$ cat config.mk
export PLATFORM = sky130hd
export DESIGN_NAME = pu_feeder
export DESIGN_NICKNAME = d
export VERILOG_FILES = /design/src/rtl/pu_pkg.sv /design/src/rtl/pu_feed_addr_gen.sv /design/src/rtl/pu_feeder.sv
export SDC_FILE = /design/constraint.sdc
export NUM_CORES = 1
export LEC_CHECK = 0
export CAP_MARGIN = 20
export CELL_PAD_IN_SITES_DETAIL_PLACEMENT = 1
export CELL_PAD_IN_SITES_GLOBAL_PLACEMENT = 1
export CORE_UTILIZATION = 21
export CTS_CLUSTER_DIAMETER = 200
export DETAILED_ROUTE_END_ITERATION = 8
export GPL_TIMING_DRIVEN = 0
export PLACE_DENSITY = 0.79
export REMOVE_ABC_BUFFERS = 1
export SLEW_MARGIN = 10
export SYNTH_ARGS = -nofsm -noshare
export SYNTH_HDL_FRONTEND = slang
export SYNTH_HIERARCHICAL = 1
export SYNTH_SLANG_ARGS = --single-unit
$ cat constraint.sdc
create_clock -name clk_i -period 2.3 [get_ports clk_i]
set_clock_uncertainty 0.15 [all_clocks]
set_input_delay 0.46 -clock clk_i [delete_from_list [all_inputs] [get_ports clk_i]]
set_output_delay 0.46 -clock clk_i [all_outputs]
set_load 0.01 [all_outputs]
$ cat src/rtl/pu_pkg.sv
// rtl/pu_pkg.sv - shared types and sizing helpers for the PU feeder
package pu_pkg;

    typedef enum logic [2:0] {
        ST_IDLE,
        ST_CLEAR,
        ST_FEED,
        ST_DRAIN,
        ST_DONE
    } pu_state_e;

    localparam int MAC_LAT_DEF    = 2;
    localparam int ADDR_WIDTH_DEF = 6;

    // Length field is one bit wider than the address so K_MAX itself is representable.
    function automatic int len_width(input int aw);
        return aw + 1;
    endfunction

    function automatic int k_max(input int aw);
        return 2 ** aw;
    endfunction

endpackage

$ cat src/rtl/pu_feed_addr_gen.sv
// rtl/pu_feed_addr_gen.sv - beat counter and modulo buffer address generation
module pu_feed_addr_gen #(
    parameter int ADDR_WIDTH = 6,
    parameter int LW         = 7
) (
    input  logic                  clk_i,
    input  logic                  rstn_i,
    input  logic                  hold_i,
    input  logic                  load_i,
    input  logic                  inc_i,
    input  logic [ADDR_WIDTH-1:0] x_base_i,
    input  logic [ADDR_WIDTH-1:0] w_base_i,
    output logic [LW-1:0]         cnt_o,
    output logic [ADDR_WIDTH-1:0] x_addr_o,
    output logic [ADDR_WIDTH-1:0] w_addr_o
);

    logic [LW-1:0]         cnt_q, cnt_d;
    logic [ADDR_WIDTH-1:0] x_base_q, x_base_d;
    logic [ADDR_WIDTH-1:0] w_base_q, w_base_d;

    always_comb begin
        cnt_d    = cnt_q;
        x_base_d = x_base_q;
        w_base_d = w_base_q;
        if (load_i) begin
            cnt_d    = '0;
            x_base_d = x_base_i;
            w_base_d = w_base_i;
        end else if (inc_i) begin
            cnt_d = cnt_q + 1'b1;
        end
    end

    always_ff @(posedge clk_i or negedge rstn_i) begin
        if (!rstn_i) begin
            cnt_q    <= '0;
            x_base_q <= '0;
            w_base_q <= '0;
        end else if (!hold_i) begin
            cnt_q    <= cnt_d;
            x_base_q <= x_base_d;
            w_base_q <= w_base_d;
        end
    end

    // Address arithmetic truncates to ADDR_WIDTH, so reads wrap around the buffer.
    assign x_addr_o = x_base_q + cnt_q[ADDR_WIDTH-1:0];
    assign w_addr_o = w_base_q + cnt_q[ADDR_WIDTH-1:0];
    assign cnt_o    = cnt_q;

endmodule

$ cat src/rtl/pu_feeder.sv
// rtl/pu_feeder.sv - processing-unit pass sequencer; PU_FEEDER_ZERO_SKIP_EN enables zero-weight skip
module pu_feeder
    import pu_pkg::*;
#(
    parameter int DATA_WIDTH   = 8,
    parameter int WEIGHT_WIDTH = 8,
    parameter int MAC_NUM      = 8,
    parameter int ADDR_WIDTH   = ADDR_WIDTH_DEF,
    parameter int MAC_LAT      = MAC_LAT_DEF
) (
    input  logic                          clk_i,
    input  logic                          rstn_i,
    input  logic                          start_i,
    input  logic [ADDR_WIDTH:0]           k_len_i,
    input  logic [ADDR_WIDTH-1:0]         x_base_i,
    input  logic [ADDR_WIDTH-1:0]         w_base_i,
    input  logic                          hold_i,
    output logic                          busy_o,
    output logic                          done_o,
    output logic                          x_rd_en_o,
    output logic                          w_rd_en_o,
    output logic [ADDR_WIDTH-1:0]         x_addr_o,
    output logic [ADDR_WIDTH-1:0]         w_addr_o,
    input  logic [DATA_WIDTH*MAC_NUM-1:0] x_rdata_i,
    input  logic [WEIGHT_WIDTH-1:0]       w_rdata_i,
    output logic                          pu_en_o,
    output logic                          pu_valid_o,
    output logic                          pu_clear_o,
    output logic                          pu_done_o,
    output logic [DATA_WIDTH*MAC_NUM-1:0] pu_din_o,
    output logic [WEIGHT_WIDTH-1:0]       pu_win_o
);

    localparam int LW    = len_width(ADDR_WIDTH);
    localparam int K_MAX = k_max(ADDR_WIDTH);
    localparam int DW    = (MAC_LAT > 1) ? $clog2(MAC_LAT) : 1;

    pu_state_e     state_q, state_d;
    logic [LW-1:0] k_q, k_d;
    logic [DW-1:0] drn_q, drn_d;
    logic [LW-1:0] cnt;
    logic          load, inc, rd_en, clr, vld, dn, beat_live, run;

    pu_feed_addr_gen #(
        .ADDR_WIDTH (ADDR_WIDTH),
        .LW         (LW)
    ) u_addr_gen (
        .clk_i    (clk_i),
        .rstn_i   (rstn_i),
        .hold_i   (hold_i),
        .load_i   (load),
        .inc_i    (inc),
        .x_base_i (x_base_i),
        .w_base_i (w_base_i),
        .cnt_o    (cnt),
        .x_addr_o (x_addr_o),
        .w_addr_o (w_addr_o)
    );

    // In FEED, cnt counts beats issued; the beat presented this cycle is cnt-1.
    always_comb begin
        state_d = state_q;
        k_d     = k_q;
        drn_d   = drn_q;
        load    = 1'b0;
        inc     = 1'b0;
        rd_en   = 1'b0;
        clr     = 1'b0;
        vld     = 1'b0;
        dn      = 1'b0;
        case (state_q)
            ST_IDLE: begin
                if (start_i) begin
                    load    = 1'b1;
                    k_d     = (k_len_i > LW'(K_MAX)) ? LW'(K_MAX) : k_len_i;
                    state_d = ST_CLEAR;
                end
            end
            ST_CLEAR: begin
                clr   = 1'b1;
                drn_d = '0;
                if (k_q != '0) begin
                    rd_en   = 1'b1;
                    inc     = 1'b1;
                    state_d = ST_FEED;
                end else begin
                    state_d = ST_DRAIN;
                end
            end
            ST_FEED: begin
                vld = 1'b1;
                if (cnt < k_q) begin
                    rd_en = 1'b1;
                    inc   = 1'b1;
                end else begin
                    state_d = ST_DRAIN;
                end
            end
            ST_DRAIN: begin
                if (drn_q == DW'(MAC_LAT - 1)) state_d = ST_DONE;
                else                           drn_d   = drn_q + 1'b1;
            end
            ST_DONE: begin
                dn      = 1'b1;
                state_d = ST_IDLE;
            end
            default: state_d = ST_IDLE;
        endcase
    end

    always_ff @(posedge clk_i or negedge rstn_i) begin
        if (!rstn_i) begin
            state_q <= ST_IDLE;
            k_q     <= '0;
            drn_q   <= '0;
        end else if (!hold_i) begin
            state_q <= state_d;
            k_q     <= k_d;
            drn_q   <= drn_d;
        end
    end

`ifdef PU_FEEDER_ZERO_SKIP_EN
    assign beat_live = (w_rdata_i != '0);
`else
    assign beat_live = 1'b1;
`endif

    assign run        = !hold_i;
    assign busy_o     = (state_q != ST_IDLE);
    assign x_rd_en_o  = rd_en & run;
    assign w_rd_en_o  = rd_en & run;
    assign pu_en_o    = busy_o & run;
    assign pu_clear_o = clr & run;
    assign pu_valid_o = vld & beat_live & run;
    assign pu_done_o  = dn & run;
    assign done_o     = dn & run;
    assign pu_din_o   = (state_q == ST_FEED) ? x_rdata_i : '0;
    assign pu_win_o   = (state_q == ST_FEED) ? w_rdata_i : '0;

endmodule

# Word-level counts from Yosys, hierarchy flattened
# Cells that the tools add are included.
totals:
  register_bits: 30
  input_bits: 95
  out_inout_bits: 92
  wordCells: 56
classes:
  addsub: 4
  n_lt_le_gt_ge: 2
  n_eq_ne: 7
  mux: 20
  bitwise: 6
  reduce_logical: 11
op_table:
  columns: ["cell", "count"]
  rows:
  - ["2-to-1 mux 64 bit", 1]
  - ["2-to-1 mux 7 bit", 3]
  - ["adder 6 bit", 2]
  - ["one-hot mux 3 bit (4 select lines)", 1]
  - ["2-to-1 mux 1 bit", 9]
  - ["2-to-1 mux 3 bit", 3]
  - ["2-to-1 mux 8 bit", 1]
  - ["adder 7 x 1 -> 7 bit, second input constant", 1]
  - ["> comparator 7 bit, second input constant", 1]
  - ["less-than comparator 7 bit", 1]
  - ["nonzero test 7 bit", 1]
  - ["== test 3 x 2 -> 1 bit, second input constant", 2]
  - ["inequality test 2 bit, second input constant", 3]
  - ["AND reduction 2 bit", 3]
  - ["bitwise AND 1 bit", 5]
  - ["one-hot mux 1 bit (2 select lines)", 2]
  - ["AND reduction 4 bit", 1]
  - ["nonzero test 2 bit", 2]
  - ["== test 3 x 1 -> 1 bit, second input constant", 1]
  - ["== test 3 bit, second input constant", 1]
  - ["zero test 3 bit", 1]
  - ["AND reduction 3 bit", 1]
  - ["nonzero test 3 bit", 1]
  - ["adder 1 bit, second input constant", 1]
  - ["2 further kinds", 2]

# Longest topological paths before layout
depth:
  depth_word: 5
  depth_mapped: 10
  ltp_nobuf: 10

# Modules after synthesis
# Netlist, hierarchy kept.
modules_own_cells:
  columns: ["mod", "instances", "cells_each", "area_each_um2", "seq_area_each_um2"]
  rows:
  - ["pu_feeder", 1, 166, 1297.5, 275.3]
  - ["pu_feed_addr_gen", 1, 103, 1211.2, 475.5]

# Least setup slack after synthesis
# Ideal clock, no wire load.
synth_timing:
  path_kind: "register -> register"
  start: "register u_addr_gen.cnt_q[1] (netlist: u_addr_gen/cnt_o[1])"
  end: "register u_addr_gen.cnt_q[5] (netlist: u_addr_gen/cnt_o[5])"
  setup_time_ps: 119
  arrival_ps: 2149
  t_required_ps: 2031
  slack_ps: -118
  path_stages_with_launch: 9
  n_path_buf: 0
  synth_period_minus_slack_ps: 2418
  cell_sequence: "dfrtp_1 ha_1 a211o_1 a2111oi_4 or2_1 nor2_1 nor4_2 xnor2_1 nor2_2"
synth_between:
  elab_chain_cells: 5
  elab_cells_between_ends: 8
  cone_classes: "1 x add/sub; 1 x order compare; 4 x mux; 2 x reduce/logical"
synth_lines:
  columns: ["item", "line", "text"]
  rows:
  - ["start, declared", "pu_feed_addr_gen.sv:18", "logic [LW-1:0] cnt_q, cnt_d;"]
  - ["start signal, assigned", "pu_feed_addr_gen.sv:41", "cnt_q <= cnt_d;"]
  - ["less-than comparator 7 bit", "pu_feeder.sv:92", "if (cnt < k_q) begin"]
  - ["2-to-1 mux 1 bit", "pu_feeder.sv:92", null]
  - ["one-hot mux 1 bit (2 select lines)", "pu_feeder.sv:71", "case (state_q)"]
  - ["via inc", "pu_feeder.sv:42", "logic load, inc, rd_en, clr, vld, dn, beat_live, run;"]
  - ["nonzero test 2 bit (no source line)", null, null]
  - ["AND reduction 2 bit (no source line)", null, null]
# The timed path passes the listed nets, and every way through them passes these cells. The select of a mux whose other input is x is not followed.
# A chain may end at the register's enable or synchronous reset.

# Final worst setup path
layout_timing:
  start: "register u_addr_gen.cnt_q[0] (netlist: u_addr_gen/cnt_o[0])"
  end: "output port w_addr_o[4]"
layout_between:
  elab_chain_cells: 1
layout_lines:
  columns: ["item", "line", "text"]
  rows:
  - ["adder 6 bit", "pu_feed_addr_gen.sv:49", "assign w_addr_o = w_base_q + cnt_q[ADDR_WIDTH-1:0];"]
  - ["end, declared", "pu_feeder.sv:23", "output logic [ADDR_WIDTH-1:0] w_addr_o,"]
# Every way passes these cells.

==> flow_metrics.tcl <==
set metrics [dict create \
    wl_per_cell_um 18.2 \
    yosys_warnings 6 \
    rsz0062_at_grt "yes" \
    drive_above_1_share 0.333 \
    cp_max_fo 5 \
    grt_max_degree 39 \
    clock_sinks 30 \
    rr_endpoint "u_addr_gen/cnt_o[3]$_DFFE_PN0P_" \
    final_cell_mix "clkdlybuf4s50_1, and3_1, dlygate4sd2_1, buf_4, buf_2" \
    globalRouteTotalUtil 0.180 \
    reg2reg_from "u_addr_gen/cnt_o[1]$_DFFE_PN0P_" \
    ios 187 \
    flow.area_growth_from_synthesis_pct 103 \
    outcome "finished with violations" \
    fin_cells 626 \
    drt_iter0_drc 167 \
    overflow 0 \
    combPwrFrac 0.757 \
    cpPeakStageDelay_ns 0.48 \
    reg2reg_slack_ns -0.09 \
    switching_share 0.424 \
    synth-seq-cells 30 \
    die_y_um 111 \
    h-tree-depth 2 \
    period_share 1.11 \
    vias_per_cell 4.73 \
    synth_edf_count 0 \
    pwr-share-clk 0.100 \
    slew_violations 0 \
    r2r_cells 9 \
    p_int_mw 4.18 \
    dp_hpwl_mm 8.00 \
    synth_fa_ha_area_frac 0.101 \
    syn-instance-count 269 \
    placedCellCount 578 \
    portBuffers 186 \
    path_buf_inv 1 \
    end_kind "output port" \
    cp-start-kind "register" \
    wl_mm 11.4 \
    synth_top_family_by_area "simple AND/OR/NAND/NOR gates" \
    fmax_ghz 0.392 \
    crit_path_top_delay_cell "dfrtp_2" \
    cts-buffers-inserted 5 \
    num_antenna_cells 0 \
    ys_async_sr_fraction 1.00 \
    total_power_mw 7.26 \
    path_cells "ha_4 > fa_2 > a21o_1 > a21oi_2 > xnor2_1 > buf_2" \
    ant_nets 0 \
    crit_required_ns 1.69 \
    synth-simple-area-share 0.294 \
    worstSetupPathDepth 6 \
    muxShareOfSynthArea 0.103 \
    drc 40 \
    synth_xor_area_frac 0.0489 \
    power.density_nw_per_um2 1430 \
    synth_compound_area_frac 0.0958 \
    setup-violations-final 14 \
    grt_pass1_vias 3169 \
    critPathCapture "w_addr_o[4]" \
    holdCritPathClass "input port to asynchronous set/reset pin" \
    grt_antenna_before_repair 0 \
    cp.arrival_ns 1.94 \
    grt_pass1_wl_mm 17.4 \
    violations "DRC, setup timing" \
    postSynthAreaPerCell_um2 9.33 \
    coreArea_um2 11500 \
    syn-cell-area_um2 2510 \
    mostFrequentLayoutCell "clkdlybuf4s50_1" \
    firstDrtPassIters 7 \
    hold_buffers 0 \
    die_w_um 111 \
    clock_path_buffers 2 \
    worstMarginPinSlew_ns 0.712 \
    num_vias 2962 \
    place_congestion 0.729 \
    switching_power_mw 3.08 \
    num_rows 39 \
    fin_nets 596 \
    synth-seq-area-share 0.299 \
    irDropWorstVdd_mv 0.975 \
    drv_cap 0 \
    dieArea_um2 12400 \
    clock_latency_ns 0.28 \
    finalWorstPathRequiredPeriod_ns 2.55 \
    ys_types 46 \
    cp_top_family "adder cells" \
    relSlewSlack 0.525 \
    crit_type "register to output port" \
    cts_tree "yes" \
    start_util 0.218 \
    startpoint "u_addr_gen/cnt_o[0]$_DFFE_PN0P_" \
    worst_slack_ns -0.251 \
    pwr-share-seq 0.143 \
    hold_viol 0 \
    synth_ff_type "dfrtp_1" \
    clk_pin_slew_ns 0.05 \
    cts-root-buf "clkbuf_16" \
    leakage_nw 2.55 \
]
==> worst min path at each step <==
stage | to | slack [ns] | start | cells after the start
2_1_floorplan | drn_q$_DFFE_PN0P_ | 0.01 | rstn_i | 0
3_3_place_gp | u_addr_gen/w_base_q[0]$_DFFE_PN0P_ | 0.35 | u_addr_gen/w_base_q[0]$_DFFE_PN0P_ | 1
3_5_place_dp | u_addr_gen/w_base_q[3]$_DFFE_PN0P_ | 0.35 | u_addr_gen/w_base_q[3]$_DFFE_PN0P_ | 1
4_1_cts | u_addr_gen/x_base_q[3]$_DFFE_PN0P_ | 0.11 | rstn_i | 1
5_1_grt | u_addr_gen/x_base_q[4]$_DFFE_PN0P_ | 0.15 | rstn_i | 1
6_report | u_addr_gen/x_base_q[3]$_DFFE_PN0P_ | 0.09 | rstn_i | 1
==> worst reg2reg max path: stages (launching register included) <==
cell and delay [ns]:
dfrtp_2 0.44, ha_4 0.24, a211o_1 0.32, a2111oi_4 0.36, buf_4 0.18, or2_4 0.15
nor2_4 0.07, nor3_2 0.16, xnor2_1 0.16, nor2_1 0.06
==> cells in the mapped netlist, drive strengths merged (4+ instances only) <==
cell type  number  area (um^2)
a21o            4         30.0
a21oi           7         35.0
and3           72          450
buf             7         55.1
clkbuf         16         60.1
dfrtp          30          751
ha             17          213
inv             8         30.0
mux2           15          199
mux2i           6         60.1
nand2          10         37.5
nand2b          7         51.3
nor2           13         53.8
o21ai          10         50.0
xnor2          10         87.6
xor2            4         35.0
==> layout make-up <==
class	instances	area, um^2
fill	1315	6430
timing repair buffer	228	2080
multi-input combinational	209	1870
sequential	30	762
tap	143	179
clock buffer	8	166
inverter	8	32.5
==> power groups by stage <==
stage	Sequential, mW	Combinational, mW	Clock, mW
2_1_floorplan	1.03	2.30	0
3_5_place_dp	1.08	4.72	0
3_3_place_gp	1.18	4.31	0
5_1_grt	1.07	5.94	0.763
6_report	1.04	5.50	0.723
4_1_cts	1.05	5.29	0.737
==> flip-flops by register name, summed over array words and instances (netlist names) <==
register / count
drn_q: 1
u_addr_gen/x_base_q: 6
state_q: 3
u_addr_gen/w_base_q: 6
k_q: 7
u_addr_gen/cnt_o: 7
==> repair_timing <==
item / in CTS / in global routing
buffers inserted: 27 / 10
endpoints found under the setup margin: 103 / 25
resized for setup: 230 / 41
endpoints found under the hold margin: 0 / 0
pin swaps: 29 / 12
gates cloned: 3 / 0
==> cell families (layout without fill, tap and decap cells) <==
family          count (synthesis)  count (layout)
mux                            21              21
xor+xnor                       14              14
simple gates                  120             121
buf+inv                        31             244
fa+ha+maj                      19              19
flops                          30              30
compound gates                 34              34
==> routing by layer <==
metal / global-route usage / routed length [um] / up-vias
li1: - / - / 1384
met1: 0.189 / 4130 / 1449
met2: 0.362 / 6460 / 116
met3: 0.0366 / 713 / 13
met4: 0.0351 / 99 / 0
met5: 0 / 0 / -
==> per-stage QoR <==
step	setup TNS [ns]	area [um^2]	hold slack, ns	util	worst slack (ns)
floorplan	-68.12	2390	0.0144	-	-1.43
global placement	-207.85	4430	0.352	0.385	-2.90
detailed placement	-31.69	4500	0.352	0.391	-0.830
CTS	-1.86	5000	0.109	0.434	-0.286
global route	-3.04	5080	0.146	0.441	-0.313
finish	-1.72	5080	0.0860	0.441	-0.251
(Power assumes the default switching activity.)
